[config.mk]
export PLATFORM = sky130hd
export DESIGN_NAME = prog_loader
export DESIGN_NICKNAME = d
export VERILOG_FILES = /design/src/rtl/prog_loader_pkg.sv /design/src/rtl/prog_loader_byte_assembler.sv /design/src/rtl/prog_loader.sv
export SDC_FILE = /design/constraint.sdc
export NUM_CORES = 1
export LEC_CHECK = 0
export CAP_MARGIN = 30
export CORE_MARGIN = 2
export CORE_UTILIZATION = 51
export CTS_CLUSTER_SIZE = 24
export DETAILED_ROUTE_END_ITERATION = 16
export HOLD_SLACK_MARGIN = 0.06
export PLACE_DENSITY = 0.76
export RECOVER_POWER = 100
export SLEW_MARGIN = 5
export SYNTH_ARGS = -nofsm -noshare
export SYNTH_HDL_FRONTEND = slang
export SYNTH_SLANG_ARGS = --single-unit
[constraint.sdc]
create_clock -name clk_i -period 2.2 [get_ports clk_i]
set_input_delay 0.55 -clock clk_i [delete_from_list [all_inputs] [get_ports clk_i]]
set_output_delay 0.55 -clock clk_i [all_outputs]
set_load 0.01 [all_outputs]
[src/rtl/prog_loader_pkg.sv]
// Shared definitions for the boot-time program loader: FSM states,
// CPU reset polarity and stream word geometry.
package prog_loader_pkg;

    typedef enum logic [2:0] {
        HDR     = 3'd0,
        LOAD    = 3'd1,
        CSUM    = 3'd2,
        RELEASE = 3'd3,
        RUN     = 3'd4,
        ERROR   = 3'd5
    } state_e;

    localparam logic RstEnable  = 1'b1;
    localparam logic RstDisable = 1'b0;

    localparam int WordBytes = 4;

endpackage

[src/rtl/prog_loader_byte_assembler.sv]
// Gathers little-endian bytes into 32-bit words; flags the word as the
// final byte is accepted so the caller can register it one cycle later.
module prog_loader_byte_assembler
    import prog_loader_pkg::*;
(
    input  logic        clk_i,
    input  logic        rst_ni,
    input  logic        clear_i,
    input  logic        byte_valid_i,
    input  logic [7:0]  byte_i,
    output logic        word_valid_o,
    output logic [31:0] word_o
);

    // Only three bytes need storing; the fourth is the live input byte.
    logic [23:0] shift_q;
    logic [1:0]  byteCnt_q;

    always_ff @(posedge clk_i or negedge rst_ni) begin
        if (!rst_ni) begin
            shift_q   <= '0;
            byteCnt_q <= '0;
        end else if (clear_i) begin
            shift_q   <= '0;
            byteCnt_q <= '0;
        end else if (byte_valid_i) begin
            shift_q   <= {byte_i, shift_q[23:8]};
            byteCnt_q <= byteCnt_q + 2'd1;
        end
    end

    assign word_valid_o = byte_valid_i && (byteCnt_q == 2'(WordBytes - 1));
    assign word_o       = {byte_i, shift_q};

endmodule

[src/rtl/prog_loader.sv]
// Loads a checksummed program image from a byte stream into instruction ROM
// and holds the CPU in reset until the image has been verified.
module prog_loader
    import prog_loader_pkg::*;
#(
    parameter int ADDR_W        = 10,
    parameter int RELEASE_DELAY = 4
) (
    input  logic              clk_i,
    input  logic              rst_ni,
    input  logic              rx_valid_i,
    input  logic [7:0]        rx_data_i,
    output logic              rx_ready_o,
    input  logic              reload_i,
    output logic              rom_we_o,
    output logic [ADDR_W-1:0] rom_addr_o,
    output logic [31:0]       rom_wdata_o,
    output logic              cpu_rst_o,
    output logic              done_o,
    output logic              err_o
);

    localparam logic [31:0] MaxWords = 32'd1 << ADDR_W;

    state_e            state_q;
    logic              rxReady_q;
    logic              romWe_q;
    logic [ADDR_W-1:0] romAddr_q;
    logic [31:0]       romWdata_q;
    logic              cpuRst_q;
    logic              done_q;
    logic              err_q;
    logic [ADDR_W:0]   nWords_q;
    logic [ADDR_W:0]   wordCnt_q;
    logic [ADDR_W:0]   wordCnt_d;
    logic [7:0]        csum_q;
    logic [15:0]       delay_q;

    logic              accept;
    logic              asmValid;
    logic              restart;
    logic              wordValid;
    logic [31:0]       word;

    assign accept    = rx_valid_i & rxReady_q;
    assign asmValid  = accept & ((state_q == HDR) | (state_q == LOAD));
    assign restart   = reload_i & ((state_q == RUN) | (state_q == ERROR));
    assign wordCnt_d = wordCnt_q + 1'b1;

    prog_loader_byte_assembler u_assembler (
        .clk_i        (clk_i),
        .rst_ni       (rst_ni),
        .clear_i      (restart),
        .byte_valid_i (asmValid),
        .byte_i       (rx_data_i),
        .word_valid_o (wordValid),
        .word_o       (word)
    );

    always_ff @(posedge clk_i or negedge rst_ni) begin
        if (!rst_ni) begin
            state_q    <= HDR;
            rxReady_q  <= 1'b0;
            romWe_q    <= 1'b0;
            romAddr_q  <= '0;
            romWdata_q <= '0;
            cpuRst_q   <= RstEnable;
            done_q     <= 1'b0;
            err_q      <= 1'b0;
            nWords_q   <= '0;
            wordCnt_q  <= '0;
            csum_q     <= '0;
            delay_q    <= '0;
        end else begin
            romWe_q <= 1'b0;
            if (asmValid) begin
                csum_q <= csum_q ^ rx_data_i;
            end
            case (state_q)
                HDR: begin
                    rxReady_q <= 1'b1;
                    if (wordValid) begin
                        nWords_q  <= word[ADDR_W:0];
                        wordCnt_q <= '0;
                        if (word > MaxWords) begin
                            state_q   <= ERROR;
                            err_q     <= 1'b1;
                            rxReady_q <= 1'b0;
                        end else if (word == 32'd0) begin
                            state_q <= CSUM;
                        end else begin
                            state_q <= LOAD;
                        end
                    end
                end
                LOAD: begin
                    rxReady_q <= 1'b1;
                    if (wordValid) begin
                        romWe_q    <= 1'b1;
                        romAddr_q  <= wordCnt_q[ADDR_W-1:0];
                        romWdata_q <= word;
                        wordCnt_q  <= wordCnt_d;
                        if (wordCnt_d == nWords_q) begin
                            state_q <= CSUM;
                        end
                    end
                end
                CSUM: begin
                    rxReady_q <= 1'b1;
                    if (accept) begin
                        rxReady_q <= 1'b0;
                        if (rx_data_i == csum_q) begin
                            state_q <= RELEASE;
                            delay_q <= 16'(RELEASE_DELAY);
                        end else begin
                            state_q <= ERROR;
                            err_q   <= 1'b1;
                        end
                    end
                end
                RELEASE: begin
                    delay_q <= delay_q - 16'd1;
                    if (delay_q == 16'd1) begin
                        state_q  <= RUN;
                        cpuRst_q <= RstDisable;
                        done_q   <= 1'b1;
                    end
                end
                RUN, ERROR: begin
                    // Reload wipes load progress but leaves ROM contents alone.
                    if (restart) begin
                        state_q   <= HDR;
                        rxReady_q <= 1'b1;
                        cpuRst_q  <= RstEnable;
                        done_q    <= 1'b0;
                        err_q     <= 1'b0;
                        csum_q    <= '0;
                        nWords_q  <= '0;
                        wordCnt_q <= '0;
                    end
                end
                default: begin
                    state_q <= HDR;
                end
            endcase
        end
    end

    assign rx_ready_o  = rxReady_q;
    assign rom_we_o    = romWe_q;
    assign rom_addr_o  = romAddr_q;
    assign rom_wdata_o = romWdata_q;
    assign cpu_rst_o   = cpuRst_q;
    assign done_o      = done_q;
    assign err_o       = err_q;

endmodule

==> reports/metrics.csv <==
metric;value;unit
GR Overflow Total;0;
Top Ports;59;
Post-Route Setup TNS;-0.189;ns
largest net degree at the start of global routing;42;
DR DRC count;0;
Final WS setup;-0.0563;ns
Synth cell types;53;
initial DRC count;243;
sequential area share after synthesis;53.9;%
Final nets;666;
pins over their slew limit;0;
min-delay worst type;reg2reg;
Cell Chain, Critical Path;or4_4, or2_4, or3_4, and4bb_1, nand3_2, a21o_1;
leakage dissipation;3.27;nW
Synth area leader;dfrtp_1;
global-route wire length before repair;21800;um
final setup vio count;4;
port buffer count;58;
CTS Sinks;122;
Routability Congestion;0.916;
Syn Area/Cell;10.5;sq um
most frequent cells in the layout;121 x dfrtp_1, 62 x nand2_1, 47 x dlygate4sd3_1;
Worst Setup End Kind;register;
Area after DPL;6830;sq um
CP Launch Type;register;
metal2 WL;6700;um
Metal-1 WL;5650;um
Final Core Density;68.6;%
core box area;10800;sq um
layout cell share with drive strength beyond 1;22.5;%
r2r worst-path depth;6;
Worst Path Arrival;2.72;ns
CP Data Required Time;2.66;ns
HP Start;rom_addr_o[1];
Post-Syn Area;5670;sq um
final instance area;7430;sq um
WL/cell;16.4;um
maximum clock frequency;443;MHz
DR vias/cell;5.53;
Max clock buf depth;2;
Post-synth EDFFs;0;
CP Max Fanout;5;
Antenna Cells;0;
Tcrit/Tclk final;103;%
Area growth syn-to-layout;31.2;%
Max VDD drop;0.000808;V
CP top delay family;simple AND/OR/NAND/NOR gates;
clk_lat worst skew;0.53;ns
CP peak stage delay;0.54;ns
drt total wl;13100;um
Post-synth ARST share;100;%
Vias;4440;
most common cell after layout, fill and taps aside;dfrtp_1;
Pwr per Cell Area;1240;nW/um^2
Setup crit start;delay_q[7];
r2r startpoint;delay_q[7];
Ys Warns;0;
maxcap violations;0;
hpwl dp;9040;um
CTS clock-pin slew for the worst setup and hold paths;0.06;ns
syn_nets;556;
DIE AREA;12000;sq um
status;finished with violations;
synth top area cells;dfrtp_1 53%, mux2_2 8.1%, xnor2_1 4.6%;
die width;109;um
remaining antenna violation count;0;
Worst-Margin Slew;0.935;ns
share of the synthesized area in the top cell type;53.4;%
Core Rows;38;
Post-synth top flop;dfrtp_1;
instance count on the critical path;6;
DRT Pass-1 Iters;5;
final setup skew;0.00888;ns
initial antenna violation count;0;
crit path buf inv count;0;
H-tree depth;4;
Slew headroom;37.7;%
Die Y;109;um
Cells after Synth;540;
CP max stage cell;or4_4;
unrepaired setup endpoints after global routing;yes;
Hold Fails Final Rpt;0;
Final min period;2.26;ns
Starting Density;52.3;%
TritonCTS buffer count;17;
register bit count reported by yosys;122;
vias in the first global route;4475;
all-layer global routing usage;23.6;%
total power;9.25;mW
wire length on met3;569;um
Hold Path Cell Cnt;2;
violated checks;negative setup slack;
max layer used;met4;
CTS tree;done;
Clock Tree Root;clkbuf_8;
CP Class;reg2reg;
## flip-flops by register name, indices dropped and copies added (netlist names)
name	flops
rx_ready_o	1
u_assembler.shift_q	24
u_assembler.byteCnt_q	2
err_o	1
rom_addr_o	10
cpu_rst_o	1
csum_q	8
wordCnt_q	11
done_o	1
rom_wdata_o	32
rom_we_o	1
state_q	3
delay_q	16
nWords_q	11
## cell families after synthesis
| family | after synthesis | share of synthesized area (%) |
|---|---|---|
| adder cells (fa/ha/maj) | 4 | 0.883 |
| AO/OA/AOI/OAI | 94 | 10.2 |
| XOR/XNOR | 44 | 6.80 |
| flip-flops | 122 | 53.9 |
| buffers and inverters | 49 | 3.24 |
| multiplexers | 41 | 8.15 |
| AND/OR/NAND/NOR | 186 | 16.8 |
## final timing paths
kind	endpoint	slack, ns
setup / recovery	cpu_rst_o	-0.06
hold / removal	rom_addr_o[1]	0.50
setup reg to reg	cpu_rst_o	-0.06
hold reg to reg	rom_addr_o[1]	0.50
max in group asynchronous	u_assembler.shift_q[1]	0.32
min in group asynchronous	wordCnt_q[5]	0.69
## per-stage QoR
| stage | hold WS, ns | std cells | setup slack (ns) |
|---|---|---|---|
| 3_3_place_gp | 0.462 | 769 | -0.344 |
| 4_1_cts | 0.505 | 802 | -0.0685 |
| 6_report | 0.496 | 803 | -0.0563 |
| 2_1_floorplan | 0.254 | 540 | 0.0388 |
| 3_5_place_dp | 0.492 | 769 | -0.455 |
| 5_1_grt | 0.508 | 803 | -0.113 |
## layer usage
layer  track usage [%]  vias up
li1                  -     2117
met1              29.4     2182
met2              40.4      120
met3              4.39       21
met4              9.67        0
met5                 0        -
## where the power goes
part	internal [mW]	switching [mW]	total [mW]
Sequential	3.02	0.648	3.67
Clock	1.91	1.00	2.91
Combinational	1.45	1.22	2.67
Total	6.37	2.87	9.25
## Yosys cell counts (2+ instances only)
| cell type | count |
|---|---|
| a211oi_1 | 3 |
| a21o_1 | 2 |
| a21oi_1 | 25 |
| a22o_1 | 9 |
| and3_1 | 2 |
| and4_1 | 2 |
| buf_1 | 6 |
| clkbuf_1 | 23 |
| dfrtp_1 | 121 |
| ha_1 | 4 |
| inv_1 | 19 |
| mux2_2 | 41 |
| nand2_1 | 62 |
| nand2b_1 | 3 |
| nand3_1 | 9 |
| nand3b_1 | 14 |
| nand4_1 | 6 |
| nor2_1 | 38 |
| nor2b_1 | 2 |
| nor3_1 | 12 |
| nor3b_1 | 3 |
| nor4_1 | 14 |
| nor4b_1 | 4 |
| o21ai_0 | 37 |
| o31ai_1 | 4 |
| o41ai_1 | 2 |
| or3_1 | 5 |
| xnor2_1 | 30 |
| xor2_1 | 14 |
## worst min-delay path, stage by stage, from the launching register on
cell	delay (ns)
dfrtp_1	0.34
nand2_1	0.05
o21ai_0	0.07
## what timing repair did
item	4_1_cts	5_1_grt
hold buffers	1	0
endpoints found under the setup margin	6	9
hold endpoints to repair	34	0
pin swaps	4	8
resized for setup	6	4
buffers inserted	0	1
## area by class of cell
type	instances	area, sq um
clock inverter	9	133
timing repair buffer	120	1010
inverter	20	75.1
tap	140	175
sequential	122	3050
fill	821	3410
multi-input combinational	369	2490
clock buffer	23	497
Power figures use the tool's default switching activity.
